**config.mk**
```make
export PLATFORM = sky130hd
export DESIGN_NAME = icache
export DESIGN_NICKNAME = d
export VERILOG_FILES = /design/src/rtl/icache.sv
export SDC_FILE = /design/constraint.sdc
export NUM_CORES = 1
export LEC_CHECK = 0
export BUFFER_PORTS_ARGS = -buffer_cell sky130_fd_sc_hd__buf_2
export CORE_UTILIZATION = 52
export DETAILED_ROUTE_END_ITERATION = 7
export MAX_ROUTING_LAYER = met4
export PLACE_DENSITY = 0.72
export RECOVER_POWER = 50
export SYNTH_ARGS = -nofsm -noshare
export SYNTH_HDL_FRONTEND = slang
export SYNTH_SLANG_ARGS = --single-unit
export TNS_END_PERCENT = 20
```
**constraint.sdc**
```tcl
create_clock -name clk -period 5.9 [get_ports clk]
set_input_delay 0.295 -clock clk [delete_from_list [all_inputs] [get_ports clk]]
set_output_delay 0.295 -clock clk [all_outputs]
set_load 0.05 [all_outputs]
```
**src/rtl/icache.sv**
```systemverilog
// rtl/icache.sv - direct-mapped one-word-per-line instruction cache with flushable fill
module icache #(
    parameter int INDEX_WIDTH = 4,
    parameter int ADDR_WIDTH  = 32,
    parameter int INST_WIDTH  = 32
) (
    input  logic                  clk,
    input  logic                  rst_in,
    input  logic                  rdy_in,
    input  logic                  flush,
    input  logic                  if_req,
    input  logic [ADDR_WIDTH-1:0] if_pc,
    output logic                  if_busy,
    output logic                  inst_rdy,
    output logic [INST_WIDTH-1:0] inst_out,
    output logic                  mem_req,
    output logic [ADDR_WIDTH-1:0] mem_addr,
    input  logic                  mem_rdy,
    input  logic [INST_WIDTH-1:0] mem_inst,
    output logic [31:0]           hit_cnt,
    output logic [31:0]           miss_cnt
);

    localparam int LINES = 1 << INDEX_WIDTH;
    localparam int TAG_W = ADDR_WIDTH - INDEX_WIDTH - 2;

    typedef enum logic [1:0] {
        S_IDLE = 2'd0,
        S_FILL = 2'd1,
        S_RESP = 2'd2
    } state_t;

    state_t r_state;
    state_t w_next_state;

    logic [LINES-1:0]       r_valid;
    logic [TAG_W-1:0]       r_tag  [LINES];
    logic [INST_WIDTH-1:0]  r_data [LINES];

    logic [INDEX_WIDTH-1:0] r_fill_idx;
    logic [TAG_W-1:0]       r_fill_tag;

    logic [INDEX_WIDTH-1:0] w_req_idx;
    logic [TAG_W-1:0]       w_req_tag;
    logic                   w_hit;
    logic                   w_do_hit;
    logic                   w_do_miss;
    logic                   w_do_fill;
    logic                   w_do_resp;
    logic                   w_unused;

    assign w_req_idx = if_pc[INDEX_WIDTH+1:2];
    assign w_req_tag = if_pc[ADDR_WIDTH-1:INDEX_WIDTH+2];
    assign w_hit     = r_valid[w_req_idx] && (r_tag[w_req_idx] == w_req_tag);
    assign if_busy   = (r_state != S_IDLE);
    assign w_unused  = &{1'b0, if_pc[1:0]};

    // Next-state and per-cycle action decode; flush overrides every action
    always_comb begin
        w_next_state = r_state;
        w_do_hit     = 1'b0;
        w_do_miss    = 1'b0;
        w_do_fill    = 1'b0;
        w_do_resp    = 1'b0;
        if (flush) begin
            w_next_state = S_IDLE;
        end else begin
            case (r_state)
                S_IDLE: begin
                    if (if_req) begin
                        if (w_hit) begin
                            w_do_hit = 1'b1;
                        end else begin
                            w_do_miss    = 1'b1;
                            w_next_state = S_FILL;
                        end
                    end
                end
                S_FILL: begin
                    if (mem_rdy) begin
                        w_do_fill    = 1'b1;
                        w_next_state = S_RESP;
                    end
                end
                S_RESP: begin
                    w_do_resp    = 1'b1;
                    w_next_state = S_IDLE;
                end
                default: w_next_state = S_IDLE;
            endcase
        end
    end

    // State register; frozen while rdy_in is low
    always_ff @(posedge clk) begin
        if (rst_in) begin
            r_state <= S_IDLE;
        end else if (rdy_in) begin
            r_state <= w_next_state;
        end
    end

    // Control registers, outputs, valid bits and counters
    always_ff @(posedge clk) begin
        if (rst_in) begin
            inst_rdy   <= 1'b0;
            inst_out   <= '0;
            mem_req    <= 1'b0;
            mem_addr   <= '0;
            hit_cnt    <= '0;
            miss_cnt   <= '0;
            r_valid    <= '0;
            r_fill_idx <= '0;
            r_fill_tag <= '0;
        end else if (rdy_in) begin
            inst_rdy <= w_do_hit | w_do_resp;
            if (w_do_hit) begin
                inst_out <= r_data[w_req_idx];
                hit_cnt  <= hit_cnt + 32'd1;
            end
            if (w_do_resp) begin
                inst_out <= r_data[r_fill_idx];
            end
            if (w_do_miss) begin
                mem_req    <= 1'b1;
                mem_addr   <= {if_pc[ADDR_WIDTH-1:2], 2'b00};
                r_fill_idx <= w_req_idx;
                r_fill_tag <= w_req_tag;
                miss_cnt   <= miss_cnt + 32'd1;
            end
            if (flush || w_do_fill) begin
                mem_req <= 1'b0;
            end
            if (w_do_fill) begin
                r_valid[r_fill_idx] <= 1'b1;
            end
        end
    end

    // Tag/data array write on an accepted fill word; contents survive reset and flush
    always_ff @(posedge clk) begin
        if (!rst_in && rdy_in && w_do_fill) begin
            r_tag[r_fill_idx]  <= r_fill_tag;
            r_data[r_fill_idx] <= mem_inst;
        end
    end

endmodule

```
==> impl_metrics.py <==
metrics = {
    "outcome": {
        "outcome": "finished, violations left",
        "violations": "design-rule violations",
    },
    "routing": {
        "first_pass_iters": 8,
        "ant_nets": 0,
        "route.final.wire_length_um": 115000,
        "via_per_inst": 6.53,
        "wl_per_cell_um": 28.7,
        "drc": 17,
        "drtIter0Drc": 2527,
        "vias": 26000,
    },
    "power_and_ir_drop": {
        "p_clk_frac": 0.422,
        "seqPwrFrac": 0.529,
        "p_sw_frac": 0.209,
        "cellPowerDensity_nw_per_um2": 298,
        "comb_power_share": 0.049,
        "leakagePower_nw": 15.9,
        "switching_power_mw": 3.27,
        "p_int_mw": 12.4,
        "irDropWorstVdd_uv": 331,
    },
    "synth": {
        "yosys_warnings": 0,
        "syn_area_um2": 46500,
        "yosysUniqueCellTypes": 69,
        "syn_inst": 2481,
        "avgSynthCellArea_um2": 18.7,
        "synthFlopType": "edfxtp_1",
        "synth_edf_count": 928,
        "synth_seq_area_share": 0.664,
        "synth_seq_cells": 1078,
        "postSynth.asyncResetShare": 0,
    },
    "grt": {
        "grt_pass1_wl_um": 171000,
        "overflow": 0,
        "use_met1": 0.341,
        "grt_max_degree": 88,
        "grt_pass1_vias": 27300,
        "grt_antenna_before_repair": 6,
        "grt_usage": 0.265,
        "use_met3": 0.0423,
        "use_met2": 0.433,
        "grt.busiest_layer": "met2",
    },
    "timing": {
        "rsz0062_at_grt": "no",
        "fin_crit_ns": 4.20,
        "setup_viol": 0,
        "maxSlewHeadroom": 0.158,
        "final.setup_skew_ns": 0.0331,
        "slew_violations": 0,
        "fin_crit_sh": 0.712,
        "hold_viol_final": 0,
        "max_clock_freq_mhz": 238,
        "hold_slack_ns": 0.154,
        "worst_slew_pin_slew_ns": 1.26,
        "setup_ws_ns": 1.70,
        "setup_tns_ns": 0,
    },
    "placement": {
        "placed_area_um2": 48800,
        "port_buffers": 196,
        "gp_congestion": 0.843,
        "dp_hpwl_um": 63200,
        "pre_cts_slack_ns": 1.04,
    },
    "clocking": {
        "cts_buffer_depth": 3,
        "cts_sinks": 1078,
        "hold_buffers": 61,
        "cts_resized": 0,
        "clkSlewWorstSetupHoldPaths_ns": 0.06,
        "root_buffer": "clkbuf_16",
        "cts_max_level": 3,
        "cts_buffers": 106,
        "cts_tree": "yes",
        "clk_latency_ns": 0.68,
        "postCtsSetupBuffers": 0,
    },
    "setup_path": {
        "reg2reg_from": "r_tag[15][12]",
        "reg2reg_depth": 9,
        "crit_type": "in -> reg",
        "crit_arrival_ns": 4.72,
        "cp_max_fo": 67,
        "crit_required_ns": 6.42,
        "cp-start-kind": "input pin",
        "r2r_setup_slack_ns": 1.85,
        "r2r-end": "hit_cnt[15]",
        "endpoint_kind": "flip-flop",
    },
    "flow_run": {
        "drv_cap": 0,
    },
    "floorplan": {
        "fp-row-count": 109,
        "dieArea_um2": 90600,
        "num_io_pins": 201,
        "core-area_um2": 88500,
        "die_x_um": 301,
        "die_h_um": 301,
        "initial_core_util": 0.525,
    },
    "hold_path": {
        "whs_endpoint": "inst_out[15]",
        "hp-class": "in -> reg",
        "min_from": "rst_in",
        "whs_path_depth": 3,
    },
    "final_layout": {
        "design_area_um2": 52600,
        "syn_to_final_growth_pct": 13.3,
        "utilization": 0.595,
        "final_cell_mix": "edfxtp_1 (928), mux4_2 (410), clkbuf_1 (189)",
        "drive_gt1_frac": 0.250,
        "final_nets": 2800,
        "final_common_cell": "edfxtp_1",
    },
}
[kinds of logic after synthesis]
kind of cell / Yosys count / share of synthesized area
compound gates: 257 / 0.0351
xor+xnor: 32 / 0.00603
simple gates: 365 / 0.0438
flops: 1078 / 0.664
other cells: 1 / 0.0000807
fa+ha+maj: 2 / 0.000538
mux: 553 / 0.231
buf+inv: 193 / 0.0192
[state kept, by name, summed over array words and instances, names as in the netlist, named ones only]
| register | flops |
|---|---|
| inst_rdy | 1 |
| r_state | 2 |
| r_fill_tag | 26 |
| mem_req | 1 |
| miss_cnt | 32 |
| hit_cnt | 32 |
| inst_out | 32 |
| r_valid | 16 |
| r_data | 512 |
| r_tag | 416 |
| mem_addr | 1 |
| r_fill_idx | 3 |
[per-layer routing]
layer  routed length, µm  share of wire
met1               44300           0.39
met5                   0              0
met3                8520          0.074
met4                3520          0.031
met2               58100           0.51
[worst max path at each step]
stage,startpoint,to,depth (start not counted)
3_3_place_gp,if_pc[3],miss_cnt[23],12
5_1_grt,if_pc[3],miss_cnt[23],12
6_report,if_pc[3],miss_cnt[13],12
2_1_floorplan,rdy_in,r_data[12][0],6
3_5_place_dp,if_pc[3],miss_cnt[13],12
4_1_cts,if_pc[3],miss_cnt[13],12
[cell usage after synthesis, drive strengths merged, types with 35 or more instances]
cell type,instances,share of area
a21oi,94,0.010
buf,81,0.010
clkbuf,96,0.0078
dfxtp,150,0.065
edfxtp,928,0.60
mux2,42,0.010
mux2i,101,0.022
mux4,410,0.20
nand2,47,0.0038
nand3,59,0.0064
nor2,65,0.0053
nor2b,41,0.0055
o21ai,47,0.0051
o31ai,36,0.0058
or4,35,0.0057
[stage by stage]
step / total power, mW / std cells
floorplan: 8.96 / 2482
global placement: 9.18 / 3724
detailed placement: 9.20 / 3724
CTS: 15.8 / 3980
global route: 16.1 / 3986
finish: 15.7 / 3986
[final cells by class]
class	count	area, µm²
Multi-Input combinational cell	1211	14800
Antenna cell	6	15.0
Timing Repair Buffer	315	1990
Fill cell	6352	35900
Inverter	16	60.1
Tap cell	1165	1460
Sequential cell	1078	30900
Clock inverter	49	465
Clock buffer	146	2930
[worst max-delay path, cell delays in order]
cell	delay, ns
buf_8	0.52
buf_4	0.72
mux4_2	0.59
nand3_1	0.09
nand3_1	0.14
xnor2_1	0.20
nand4b_1	0.15
nor4_2	0.47
nor4b_4	0.80
buf_4	0.38
or4_1	0.17
a21oi_1	0.07
[power by group through the flow]
stage          Sequential, mW  Clock (mW)  Combinational, mW
3_5_place_dp             8.46           0              0.736
4_1_cts                  8.30        6.69              0.774
2_1_floorplan            8.46           0              0.499
3_3_place_gp             8.46           0              0.721
6_report                 8.30        6.62              0.765
5_1_grt                  8.30        6.99              0.816
(Power assumes the default switching activity.)
